<file path="config.mk">
export PLATFORM = sky130hd
export DESIGN_NAME = uart_tx_arbiter
export DESIGN_NICKNAME = d
export VERILOG_FILES = /design/src/rtl/uart_tx_arbiter_pkg.sv /design/src/rtl/rr_select.sv /design/src/rtl/uart_tx_arbiter.sv
export SDC_FILE = /design/constraint.sdc
export NUM_CORES = 1
export LEC_CHECK = 0
export ABC_CLOCK_PERIOD_IN_PS = 2400
export CORE_MARGIN = 1.5
export CORE_UTILIZATION = 35
export CTS_BUF_LIST = sky130_fd_sc_hd__clkbuf_16
export DETAILED_ROUTE_END_ITERATION = 12
export PLACE_DENSITY_LB_ADDON = 0.12
export SYNTH_ARGS = -nofsm -noshare
export SYNTH_HDL_FRONTEND = slang
export SYNTH_HIERARCHICAL = 1
export SYNTH_SLANG_ARGS = --single-unit
</file>
<file path="constraint.sdc">
create_clock -name CLK -period 2.4 [get_ports CLK]
set_input_delay 0.72 -clock CLK [delete_from_list [all_inputs] [get_ports CLK]]
set_output_delay 0.72 -clock CLK [all_outputs]
set_load 0.01 [all_outputs]
</file>
<file path="src/rtl/uart_tx_arbiter_pkg.sv">
// Shared definitions for the UART transmit arbiter: FSM encoding, default sizes and the
// clog2-based width helper used to size grant indices and the timeout counter.
package uart_tx_arbiter_pkg;

   typedef enum logic [0:0] {
      StIdle,
      StStream
   } arb_state_e;

   localparam int unsigned NreqDefault    = 4;
   localparam int unsigned DbitsDefault   = 8;
   localparam int unsigned TimeoutDefault = 1024;

   // clog2 that never returns 0, so a single requester still gets a 1-bit index.
   function automatic int unsigned clog2_min1(input int unsigned n);
      return (n > 1) ? $clog2(n) : 1;
   endfunction

   localparam int unsigned IdxWDefault = clog2_min1(NreqDefault);
   localparam int unsigned CntWDefault = clog2_min1(TimeoutDefault);

endpackage

</file>
<file path="src/rtl/rr_select.sv">
// Round-robin priority selector: picks the first set request bit searching upward from
// (last_i + 1) mod NREQ. Purely combinational.
module rr_select
   import uart_tx_arbiter_pkg::*;
#(
   parameter int unsigned NREQ = NreqDefault,
   parameter int unsigned IDXW = IdxWDefault
) (
   input  logic [NREQ-1:0] req_i,
   input  logic [IDXW-1:0] last_i,
   output logic [IDXW-1:0] grant_o,
   output logic            any_o
);

   int unsigned idx;

   // Walk offsets 1..NREQ from the last grantee; the first hit wins.
   always_comb begin
      grant_o = '0;
      any_o   = 1'b0;
      idx     = 0;
      for (int unsigned off = 1; off <= NREQ; off++) begin
         idx = (32'(last_i) + off) % NREQ;
         if (!any_o && req_i[IDXW'(idx)]) begin
            any_o   = 1'b1;
            grant_o = IDXW'(idx);
         end
      end
   end

endmodule

</file>
<file path="src/rtl/uart_tx_arbiter.sv">
// Packet-level round-robin arbiter in front of a UART Tx FIFO. One idle cycle arbitrates,
// then the grantee streams bytes with zero-latency writes until its last byte, or until it
// stays silent long enough for the timeout to revoke the grant.
module uart_tx_arbiter
   import uart_tx_arbiter_pkg::*;
#(
   parameter int unsigned NREQ    = NreqDefault,
   parameter int unsigned DBITS   = DbitsDefault,
   parameter int unsigned TIMEOUT = TimeoutDefault
) (
   input  logic                        CLK,
   input  logic                        RST,
   input  logic [NREQ-1:0]             req_valid,
   input  logic [NREQ*DBITS-1:0]       req_data,
   input  logic [NREQ-1:0]             req_last,
   output logic [NREQ-1:0]             req_ready,
   input  logic                        tx_full,
   output logic                        write_uart,
   output logic [DBITS-1:0]            write_data,
   output logic [clog2_min1(NREQ)-1:0] grant_id,
   output logic                        busy,
   output logic                        abort
);

   localparam int unsigned IdxW = clog2_min1(NREQ);
   localparam int unsigned CntW = clog2_min1(TIMEOUT);
   // Abort is registered, so it is decided the cycle the counter would step to TIMEOUT-1.
   localparam logic [CntW-1:0] CntAbort = CntW'(TIMEOUT - 2);
   localparam logic [IdxW-1:0] LastInit = IdxW'(NREQ - 1);

   arb_state_e      state_q, state_d;
   logic [IdxW-1:0] grant_id_q, grant_id_d;
   logic [IdxW-1:0] last_grant_q, last_grant_d;
   logic [CntW-1:0] cnt_q, cnt_d;
   logic            abort_q, abort_d;

   logic [IdxW-1:0]  rr_grant;
   logic             rr_any;
   logic             sel_valid;
   logic             sel_last;
   logic [DBITS-1:0] sel_data;
   logic             stream;
   logic             xfer;

   rr_select #(
      .NREQ (NREQ),
      .IDXW (IdxW)
   ) u_rr_select (
      .req_i   (req_valid),
      .last_i  (last_grant_q),
      .grant_o (rr_grant),
      .any_o   (rr_any)
   );

   // Route the current grantee's valid/last/data through a constant-index mux.
   always_comb begin
      sel_valid = 1'b0;
      sel_last  = 1'b0;
      sel_data  = '0;
      for (int i = 0; i < int'(NREQ); i++) begin
         if (IdxW'(i) == grant_id_q) begin
            sel_valid = req_valid[i];
            sel_last  = req_last[i];
            sel_data  = req_data[i*DBITS +: DBITS];
         end
      end
   end

   // Handshake outputs; gated by RST so a mid-packet reset cannot write in its own cycle.
   always_comb begin
      stream    = RST && (state_q == StStream);
      xfer      = stream && !tx_full && sel_valid;
      req_ready = '0;
      if (stream && !tx_full) begin
         req_ready[grant_id_q] = 1'b1;
      end
      write_uart = xfer;
      write_data = xfer ? sel_data : '0;
      busy       = stream;
      abort      = abort_q;
      grant_id   = grant_id_q;
   end

   // Next-state: arbitrate in idle, stream until last byte or silence timeout.
   always_comb begin
      state_d      = state_q;
      grant_id_d   = grant_id_q;
      last_grant_d = last_grant_q;
      cnt_d        = cnt_q;
      abort_d      = 1'b0;
      unique case (state_q)
         StIdle: begin
            if (rr_any) begin
               grant_id_d = rr_grant;
               cnt_d      = '0;
               state_d    = StStream;
            end
         end
         StStream: begin
            if (xfer) begin
               cnt_d = '0;
               if (sel_last) begin
                  last_grant_d = grant_id_q;
                  state_d      = StIdle;
               end
            end else if (!tx_full && !sel_valid) begin
               // Silence only counts while the FIFO could have taken a byte.
               if (cnt_q == CntAbort) begin
                  abort_d      = 1'b1;
                  last_grant_d = grant_id_q;
                  cnt_d        = '0;
                  state_d      = StIdle;
               end else begin
                  cnt_d = cnt_q + 1'b1;
               end
            end
         end
         default: state_d = StIdle;
      endcase
   end

   // State registers with synchronous active-low reset; last grant starts at NREQ-1.
   always_ff @(posedge CLK) begin
      if (!RST) begin
         state_q      <= StIdle;
         grant_id_q   <= '0;
         last_grant_q <= LastInit;
         cnt_q        <= '0;
         abort_q      <= 1'b0;
      end else begin
         state_q      <= state_d;
         grant_id_q   <= grant_id_d;
         last_grant_q <= last_grant_d;
         cnt_q        <= cnt_d;
         abort_q      <= abort_d;
      end
   end

endmodule

</file>
# [After elaboration in Yosys (flattened, before gate mapping)]
# Index checks and enable logic that the tools add are counted.
[classes] addsub=5 mux=48 eq_ne=7 n_lt_le_gt_ge=6 reduce_logical=20 n_bitwise=3
[ops] cell="2-to-1 mux 10 bit" count=4
[ops] cell="2-to-1 mux 8 bit" count=5
[ops] cell="2-to-1 mux 1 bit" count=23
[ops] cell="case mux 10 bit (2 select lines)" count=1
[ops] cell="2-to-1 mux 2 bit" count=8
[ops] cell="< comparator 2 x 3 -> 1 bit (second input constant)" count=5
[ops] cell="adder 10 x 1 -> 10 bit (second input constant)" count=1
[ops] cell="equality test 10 bit (second input constant)" count=1
[ops] cell="binary-select mux 1 bit (select 2 bit)" count=4
[ops] cell="logical AND 1 bit" count=8
[ops] cell="zero test 1 bit" count=5
[ops] cell="adder 2 x 1 -> 2 bit (second input constant)" count=2
[ops] cell="adder 2 bit (second input constant)" count=2
[ops] cell="equality test 2 bit (first input constant)" count=2
[ops] cell="2-to-1 mux 4 bit" count=1
[ops] cell="AND reduction 2 bit" count=2
[ops] cell="AND reduction 4 bit" count=1
[ops] cell="nonzero test 2 bit" count=2
[ops] cell="OR reduction 4 bit" count=1
[ops] cell="!= test 3 x 2 -> 1 bit (second input constant)" count=1
[ops] cell="NOT 1 bit" count=3
[ops] cell="demux 1 bit (select 2 bit)" count=1
[ops] cell="equality test 1 x 2 -> 1 bit (first input constant)" count=1
[ops] cell="greater-or-equal comparator 2 x 1 -> 1 bit (second input constant)" count=1
[ops] cell="4 further kinds" count=4
[totals] register_bits=16 wordCells=94 output_inout_bits=17 inputBits=43

# [Longest topological paths before layout]
# Gate-level depths: netlist of the first run.
[logic_depth] ltp_word=15 ltp_mapped=6 depth_no_buf=6

# [By module]
# The synthesis of the first run kept the hierarchy.
[modules_own_cells] mod="uart_tx_arbiter" instances=1 area_each_um2=1251.2 cells_each=133
[modules_own_cells] mod="rr_select" instances=1 area_each_um2=91.3 cells_each=14

# [Worst setup path after synthesis of the first run]
# No wires, ideal clock.
[synth_path] kind="input to output" from="in req_valid[3]" to="out write_data[0]" stages=3 arrival_ns=1.607 path_slack_ns=0.073 path_buffers=1 cell_sequence="mux4_2 > buf_2 > and3_1"
[synth_between] elab_chain_cells=3
[synth_rtl] item="from (decl)" line_no="uart_tx_arbiter.sv:13" text="input logic [NREQ-1:0] req_valid,"
[synth_rtl] item="2-to-1 mux 1 bit" line_no="uart_tx_arbiter.sv:61" text="if (IdxW'(i) == grant_id_q) begin"
[synth_rtl] item="logical AND 1 bit" line_no="uart_tx_arbiter.sv:72" text="xfer = stream && !tx_full && sel_valid;"
[synth_rtl] item="2-to-1 mux 8 bit" line_no="uart_tx_arbiter.sv:78" text="write_data = xfer ? sel_data : '0;"
[synth_rtl] item="to (decl)" line_no="uart_tx_arbiter.sv:19" text="output logic [DBITS-1:0] write_data,"
# No other way between the ends.

# [Worst setup path in the final report of the first run]
[layout_path] from="in req_valid[3]" to="out write_data[7]"
# The elaborated chain is that of the path after synthesis.

==> impl_metrics.toml, run 1 <==
[logic_synthesis]
muxShareOfSynthArea_pct = 21.34
yosysSeqAreaShare_pct = 23.86
synth_top_family_by_area = "simple AND/OR/NAND/NOR gates"
yosysTopAreaCellShare_pct = 23.86
yosys_warnings = 6
synth-compound-area-share_pct = 18.64
yosys-top-cells-area = "dfxtp_1 (24%), mux4_2 (10%), mux4_1 (5.9%)"
async_flop_share_pct = 0
yosys_most_used_dff = "dfxtp_1"
synth_xor_area_share_pct = 0
synth_area_leader_cell = "dfxtp_1"
synthSimpleGateAreaFrac_pct = 28.89
netlist_area_um2 = 1343
syn_area_per_cell_um2 = 9.133
synth_nets = 192
ys_types = 45
synth_edf_count = 0
netlist_top_cells_count = "dfxtp_1 (16), nand2_1 (16), and3_1 (10)"
synth-adder-area-share_pct = 1.864
yosys_register_bits = 16
syn_inst = 147

[setup_path]
path_buf_inv = 3
start_kind = "input pin"
cp_slowest_cell = "mux4_2"
worstPathArrival_ns = 1.75
critPathTopFamily = "multiplexers"
worst-setup-path-type = "input pin to output port"
path_common_cell = "buf_6"
max_stage_delay_ns = 0.50
reg2reg_from = "grant_id[0]$_SDFFE_PN0P_"
crit_chain = "buf_6, mux4_2, buf_6, and3_4, buf_6"
startpoint = "req_valid[3]"
crit_required_ns = 1.68
crit_fanout = 4
cp-end-kind = "output port"

[sta]
slew_viol_final = 0
grt_setup_unrepaired = "true"
post-route-period-util_pct = 102.8
period_needed_ns = 2.466
slew-limit-headroom_pct = 82.95
finalHoldViolCount = 0
skew_ns = 0.0008016
setup_viol_count_final = 7
layout_setup_ws_ns = -0.06636
timing.fmax_mhz = 405.5
worst_pin_slew_ns = 0.2554

[layout]
stdcell_area_um2 = 2297
drive_gt1_share_pct = 36.36
fin_cells = 279
diodes = 0
nets = 278
final_util_pct = 62.75
fillers = 308
areaGrowthSynthToFinish_pct = 71.11

[power]
p_total_uw = 879.0
p_leak_uw = 0.0009749
p_per_area_nw_per_um2 = 382.7
ir_worst_vdd_uv = 229.3

[clock_network]
clkLatencyLatePin_ns = 0.24
cts.sinks = 16
htree_levels = 1
cts_tree = "built"
clk_transition_reported_paths_ns = 0.05
cts_buffer_depth = 2
cts_made_buffers = 3
cts_hold_buf = 0
cts_root_buf = "clkbuf_16"

[status]
violations = "negative setup slack"
status = "finished, violations left"

[die]
initial_core_util_pct = 36.67
dieHeight_um = 64.94
io_pins = 60
fp.dieArea_um2 = 4217
die_w_um = 64.94
core_um2 = 3661
placementRows = 22

[flow_run]
cap_violations = 0

[global_routing]
grt_pass1_wl_mm = 6.927
grt_max_degree = 11
antenna_found_initial = 0
grt_use_total_pct = 21.21
grt_pass1_vias = 1492
grt_remaining_overflow = 0

[place]
gp_congestion = 0.8122
place_ws_ns = -0.7114
dp_hpwl_mm = 3.358
portBuffers = 59
dp_cells = 268
placed_cell_area_um2 = 2136

[detailed_routing]
drt-initial-drc-count = 73
routed_wl_mm = 4.292
antenna_left = 0
drcViolationCount = 0
wire_per_inst_um = 15.38
via_per_inst = 5.341
route.vias.total = 1490
first_pass_iters = 4

[hold_path]
hp-class = "flop to flop"
worstHoldStart = "cnt_q[0]$_SDFFE_PN0P_"
## registers in the layout, indices dropped and copies added, names as in the netlist
name and cells:
cnt_q 10, grant_id 2, last_grant_q 2, abort 1, state_q 1
## placed cells by master (no fill, tap or decap), drive strengths merged, types with 3 or more instances in the layout
cell type / n
nand2: 16
and4: 3
clkbuf: 3
inv: 6
dlygate4sd2: 25
o31ai: 3
nand2b: 5
mux4: 10
clkdlybuf4s15: 10
nand3: 7
a31oi: 4
a21oi: 3
clkdlybuf4s50: 7
dfxtp: 16
buf: 48
and3: 10
a32oi: 5
nor2: 6
mux2i: 5
nor2b: 7
a21boi: 4
nand4: 3
## worst paths after layout
kind | to | slack [ns] | cells past startpoint
worst min-delay path | cnt_q[0]$_SDFFE_PN0P_ | 0.51 | 2
worst max register to register | last_grant_q[1]$_SDFFE_PN1P_ | 0.24 | 8
worst max-delay path | write_data[7] | -0.07 | 5
worst min register to register | cnt_q[0]$_SDFFE_PN0P_ | 0.51 | 2
## worst reg2reg max path, stage by stage, from the launching register on
cell and delay, ns:
dfxtp_2 0.38, mux4_2 0.56, buf_6 0.15, buf_4 0.12, buf_4 0.12, buf_4 0.15
a31oi_1 0.23, a311o_2 0.20, mux2i_1 0.18
## kinds of logic after synthesis
| group | Yosys count |
|---|---|
| buffers and inverters | 16 |
| DFF | 16 |
| adders and majority gates | 2 |
| AOI/OAI and AO/OA | 30 |
| muxes | 16 |
| and+or+nand+nor | 67 |
## stage by stage
stage	setup TNS (ns)	hold WS, ns
after CTS	-0.3484	0.5157
final	-0.3272	0.5127
after global placement	-10.14	0.4967
after detailed placement	-11.00	0.5091
after floorplan	0	0.4763
after global routing	-0.4403	0.5676
## area by class of cell
class / instances / area [um2] / share of cell area [%]
multi-input cells: 116 / 1010 / 43.95
repair buffers: 90 / 808.3 / 35.19
flip-flops and latches: 16 / 321.6 / 14.00
clock buffers: 3 / 75.07 / 3.268
well taps: 48 / 60.06 / 2.614
inverters: 6 / 22.52 / 0.9804
## per-layer routing
metal  wire length (um)  share of wire, %  global-route usage, %  up-vias
met4                 29              0.68                  3.989        0
met3                127               3.0                  2.604        5
met2               2344                55                  40.46       28
li1                   -                 -                      -      731
met5                  0                 0                      0        -
met1               1791                42                  25.30      726
## repair_timing
item	4_1_cts	5_1_grt
pin swaps	8	4
gates resized for setup	139	10
gates cloned	1	1
buffers inserted	4	2
endpoints found under the setup margin	14	12
## report_power, final
group / leakage [uW] / total, uW / internal, uW / switching [uW]
clock: 0.0000370 / 317 / 218 / 98.9
combinational: 0.000808 / 277 / 170 / 107
sequential: 0.000130 / 285 / 274 / 10.9
total: 0.000975 / 879 / 663 / 216
Note: power is estimated with default switching activity, not from simulation.
==> run 2: changes to the inputs <==
Settings changed: CAP_MARGIN set to 20, TNS_END_PERCENT set to 50.
==> run 2 against run 1 <==
Compared with the run above: fmax is 0.24% higher; the flow still finishes with violations (negative setup slack); worst hold slack barely moved; clock skew about the same; clock power is essentially flat; clock-buffer cell count did not move; wire length down 0.65%; die area stayed put; largest cell class unchanged; power fell by 0.68%; critical endpoint is now write_data[6]; register-to-register slack hardly changed.
==> impl_metrics.toml, run 2 (synthesized netlist as in run 1, its figures left out) <==
[die]
placementRows = 22
initial_core_util_pct = 36.67
io_pins = 60
dieHeight_um = 64.94
fp.dieArea_um2 = 4217
core_um2 = 3661
die_w_um = 64.94

[setup_path]
cp-end-kind = "output port"
crit_required_ns = 1.68
worst-setup-path-type = "input pin to output port"
crit_fanout = 4
start_kind = "input pin"
worstPathArrival_ns = 1.74

[clock_network]
cts_root_buf = "clkbuf_16"
cts_tree = "built"
cts.sinks = 16
clkLatencyLatePin_ns = 0.24
cts_made_buffers = 3
htree_levels = 1
cts_buffer_depth = 2
clk_transition_reported_paths_ns = 0.05

[layout]
drive_gt1_share_pct = 35.37
stdcell_area_um2 = 2263
nets = 276
mostFrequentLayoutCells = "dlygate4sd2_1 (29), buf_4 (26), nand2_1 (15), dfxtp_1 (15), buf_6 (15)"
layout_commonest_cell = "dlygate4sd2_1"
largest_register_ffs = 10
areaGrowthSynthToFinish_pct = 68.59
final_util_pct = 61.82
diodes = 0
largest-register = "cnt_q"

[global_routing]
grt_remaining_overflow = 0
grt_pass1_vias = 1492
antenna_found_initial = 0
grt_max_degree = 11
grt_pass1_wl_mm = 6.927
grt_use_total_pct = 21.21

[sta]
timing.fmax_mhz = 406.4
slew-limit-headroom_pct = 82.98
post-route-period-util_pct = 102.5
skew_ns = 0.001255
layout_setup_ws_ns = -0.06053
setup_tns_ns = -0.4453
period_needed_ns = 2.461
worst_pin_slew_ns = 0.2550
slew_viol_final = 0
setup_viol_count_final = 8
finalHoldViolCount = 0
grt_setup_unrepaired = "true"
hold_ws_ns = 0.5128

[status]
status = "finished, violations left"
violations = "negative setup slack"

[detailed_routing]
antenna_left = 0
routed_wl_mm = 4.264
wl_met2_mm = 2.316
drt-initial-drc-count = 64
route.layer.met1.wl_mm = 1.769
drcViolationCount = 0
top_layer = "met4"
route.met3.wl_um = 130
first_pass_iters = 4
via_per_inst = 5.383
wire_per_inst_um = 15.39
route.vias.total = 1491

[place]
portBuffers = 59
gp_congestion = 0.8122
dp_hpwl_mm = 3.358
place_ws_ns = -0.7114
placed_cell_area_um2 = 2136

[power]
ir_worst_vdd_uv = 230.6
p_per_area_nw_per_um2 = 385.7
p_leak_uw = 0.0009570

[flow_run]
cap_violations = 0

[hold_path]
hp-class = "flop to flop"
run 2: area by class of cell:
cell class                 count  area [um2]
fill                         318        1398
sequential                    16       321.6
multi-input combinational    116       999.7
timing repair buffer          88       784.5
tap                           48       60.06
clock buffer                   3       75.07
inverter                       6       22.52
run 2: repair_timing:
action,4_1_cts,5_1_grt
setup buffers,4,1
endpoints found under the hold margin,0,0
resized for setup,139,1
pin swaps,8,0
cloned,1,0
hold buffers,0,0
setup endpoints to repair,14,12
run 2: where the power goes:
| group | total, uW | internal [uW] | switching (uW) |
|---|---|---|---|
| Clock | 318 | 218 | 99.5 |
| Combinational | 270 | 167 | 104 |
| Sequential | 285 | 274 | 11.0 |
run 2: final timing paths:
kind,from,slack (ns),endpoint,cells past startpoint
max,req_valid[3],-0.06,write_data[6],5
min,cnt_q[0]$_SDFFE_PN0P_,0.51,cnt_q[0]$_SDFFE_PN0P_,2
max reg2reg,grant_id[0]$_SDFFE_PN0P_,0.25,last_grant_q[1]$_SDFFE_PN1P_,8
min reg2reg,cnt_q[0]$_SDFFE_PN0P_,0.51,cnt_q[0]$_SDFFE_PN0P_,2
run 2: worst max-delay path, cell delays in order:
cell,delay (ns)
buf_6,0.10
mux4_2,0.50
buf_6,0.15
and3_4,0.17
buf_6,0.11
run 2: layer usage:
metal  global-route usage (%)  vias to the layer above
li1                         -                      727
met4                    3.989                        0
met5                        0                        -
met1                    25.30                      724
met2                    40.46                       33
met3                    2.604                        7
run 2: through the flow:
step,power [uW],cells
global placement,538.0,268
finish,873.1,277
global route,909.2,277
detailed placement,543.9,268
floorplan,397.5,147
CTS,873.1,276
==> run 3: changes to the inputs <==
Settings changed: CORE_UTILIZATION 35 to 42.
==> run 3 against run 2 <==
Compared with the run above: the run still ends with negative setup slack left; sequential power about the same; wire length up 4.6%; critical path depth unchanged; clock power about the same; register-to-register slack about the same; clock-buffer cell count unchanged; sequential share of layout area down 0.15 points; critical path type unchanged; largest cell class unchanged.
==> impl_metrics.toml, run 3 (synthesized netlist as in run 1, its figures left out) <==
[sta]
skew_ns = 0.004985
slew_viol_final = 0
slew-limit-headroom_pct = 82.65
layout_setup_ws_ns = -0.08244
period_needed_ns = 2.482
timing.fmax_mhz = 402.8
post-route-period-util_pct = 103.4
setup_viol_count_final = 9
finalHoldViolCount = 0
worst_pin_slew_ns = 0.2602
grt_setup_unrepaired = "true"
setup_tns_ns = -0.6238

[place]
gp_congestion = 0.7801
placed_cell_area_um2 = 2118
portBuffers = 59
dp_cells = 264
dp_hpwl_mm = 3.158
place_ws_ns = -0.7712

[power]
p_leak_uw = 0.0009809
p_per_area_nw_per_um2 = 387.8
ir_worst_vdd_uv = 430.6

[layout]
multi_input_area_um2 = 1005
diodes = 0
fillers = 231
mostFrequentLayoutCells = "dlygate4sd2_1 (35), buf_4 (27), buf_6 (16)"
layout_commonest_cell = "dlygate4sd2_1"
largest-register = "cnt_q"
areaGrowthSynthToFinish_pct = 70.36
stdcell_area_um2 = 2287
nets = 280
fin_cells = 278
largest_register_ffs = 10
regArea_um2 = 321.6
drive_gt1_share_pct = 35.90

[setup_path]
rr_endpoint = "last_grant_q[1]$_SDFFE_PN1P_"
crit_fanout = 3
start_kind = "input pin"
ff2ff_path_depth = 8
reg2reg_from = "grant_id[0]$_SDFFE_PN0P_"
worst-setup-path-type = "input pin to output port"
reg2reg_slack_ns = 0.24
worstPathArrival_ns = 1.76
cp-end-kind = "output port"
startpoint = "req_valid[3]"
crit_required_ns = 1.68

[global_routing]
grt_pass1_vias = 1453
grt_remaining_overflow = 0
grt_use_total_pct = 24.67
antenna_found_initial = 0
grt_max_degree = 14
grt_pass1_wl_mm = 6.679

[detailed_routing]
wire_per_inst_um = 16.04
routed_wl_mm = 4.459
first_pass_iters = 4
route.vias.total = 1539
antenna_left = 0
drcViolationCount = 0
via_per_inst = 5.536
drt-initial-drc-count = 88

[die]
io_pins = 60
fp.dieArea_um2 = 3544
core_um2 = 3053
placementRows = 20
initial_core_util_pct = 43.98
dieHeight_um = 59.54
die_w_um = 59.54

[clock_network]
cts_made_buffers = 3
cts.sinks = 16
cts_buffer_depth = 2
clk_transition_reported_paths_ns = 0.05
cts_root_buf = "clkbuf_16"
htree_levels = 1
cts_tree = "built"
clkLatencyLatePin_ns = 0.24

[flow_run]
cap_violations = 0

[hold_path]
worstHoldStart = "cnt_q[0]$_SDFFE_PN0P_"
whs_endpoint = "cnt_q[0]$_SDFFE_PN0P_"
holdPathStages = 2
hp-class = "flop to flop"

[status]
status = "finished, violations left"
violations = "negative setup slack"
run 3: cell types whose count changed in the layout (fill, tap and decap cells not counted), sizes merged:
cell           delta
clkbuf            +1
clkdlybuf4s15     -5
dlygate4sd2       +6
buf               +2
clkinv            +1
run 3: worst max path at each step:
| stage | endpoint | slack, ns | depth (start not counted) |
|---|---|---|---|
| 2_1_floorplan | write_data[0] | 0.07 | 3 |
| 5_1_grt | write_data[6] | -0.1 | 5 |
| 6_report | write_data[5] | -0.08 | 5 |
| 4_1_cts | write_data[1] | -0.08 | 5 |
| 3_5_place_dp | write_data[3] | -0.77 | 4 |
| 3_3_place_gp | write_data[7] | -0.72 | 4 |
run 3: layout make-up:
class / count / share of cell area, %
multi-input combinational: 116 / 43.93
timing repair buffer: 92 / 35.18
sequential: 16 / 14.06
clock buffer: 3 / 3.282
tap: 44 / 2.407
inverter: 6 / 0.9847
clock inverter: 1 / 0.1641
run 3: where the power goes:
group,total (uW),internal [uW],switching (uW)
Clock,321,221,99.9
Combinational,282,174,109
Sequential,284,274,10.5
run 3: through the flow:
step	total power, uW	util (%)	hold WS (ns)
floorplan	397.5	-	0.4763
global placement	533.5	69.39	0.5037
detailed placement	541.0	69.39	0.5083
CTS	875.1	71.76	0.5140
global route	918.6	74.92	0.5449
finish	887.0	74.92	0.5088
run 3: what timing repair did:
item | CTS | global route
endpoints found under the setup margin | 14 | 10
cloned | 2 | 0
resized for setup | 118 | 22
buffers inserted | 8 | 0
pin swaps | 9 | 2
hold buffers | 0 | 0
run 3: metal layers:
layer,part of all wire (%),track usage (%),vias to the layer above
li1,-,-,745
met1,42,31.05,724
met2,49,43.80,68
met3,7.8,5.895,2
met4,0.25,3.175,0
met5,0,0,-
run 3: worst max-delay path, cell delays in order:
cell and delay [ns]:
buf_8 0.10, mux4_2 0.51, buf_6 0.15, and3_4 0.17, buf_6 0.11
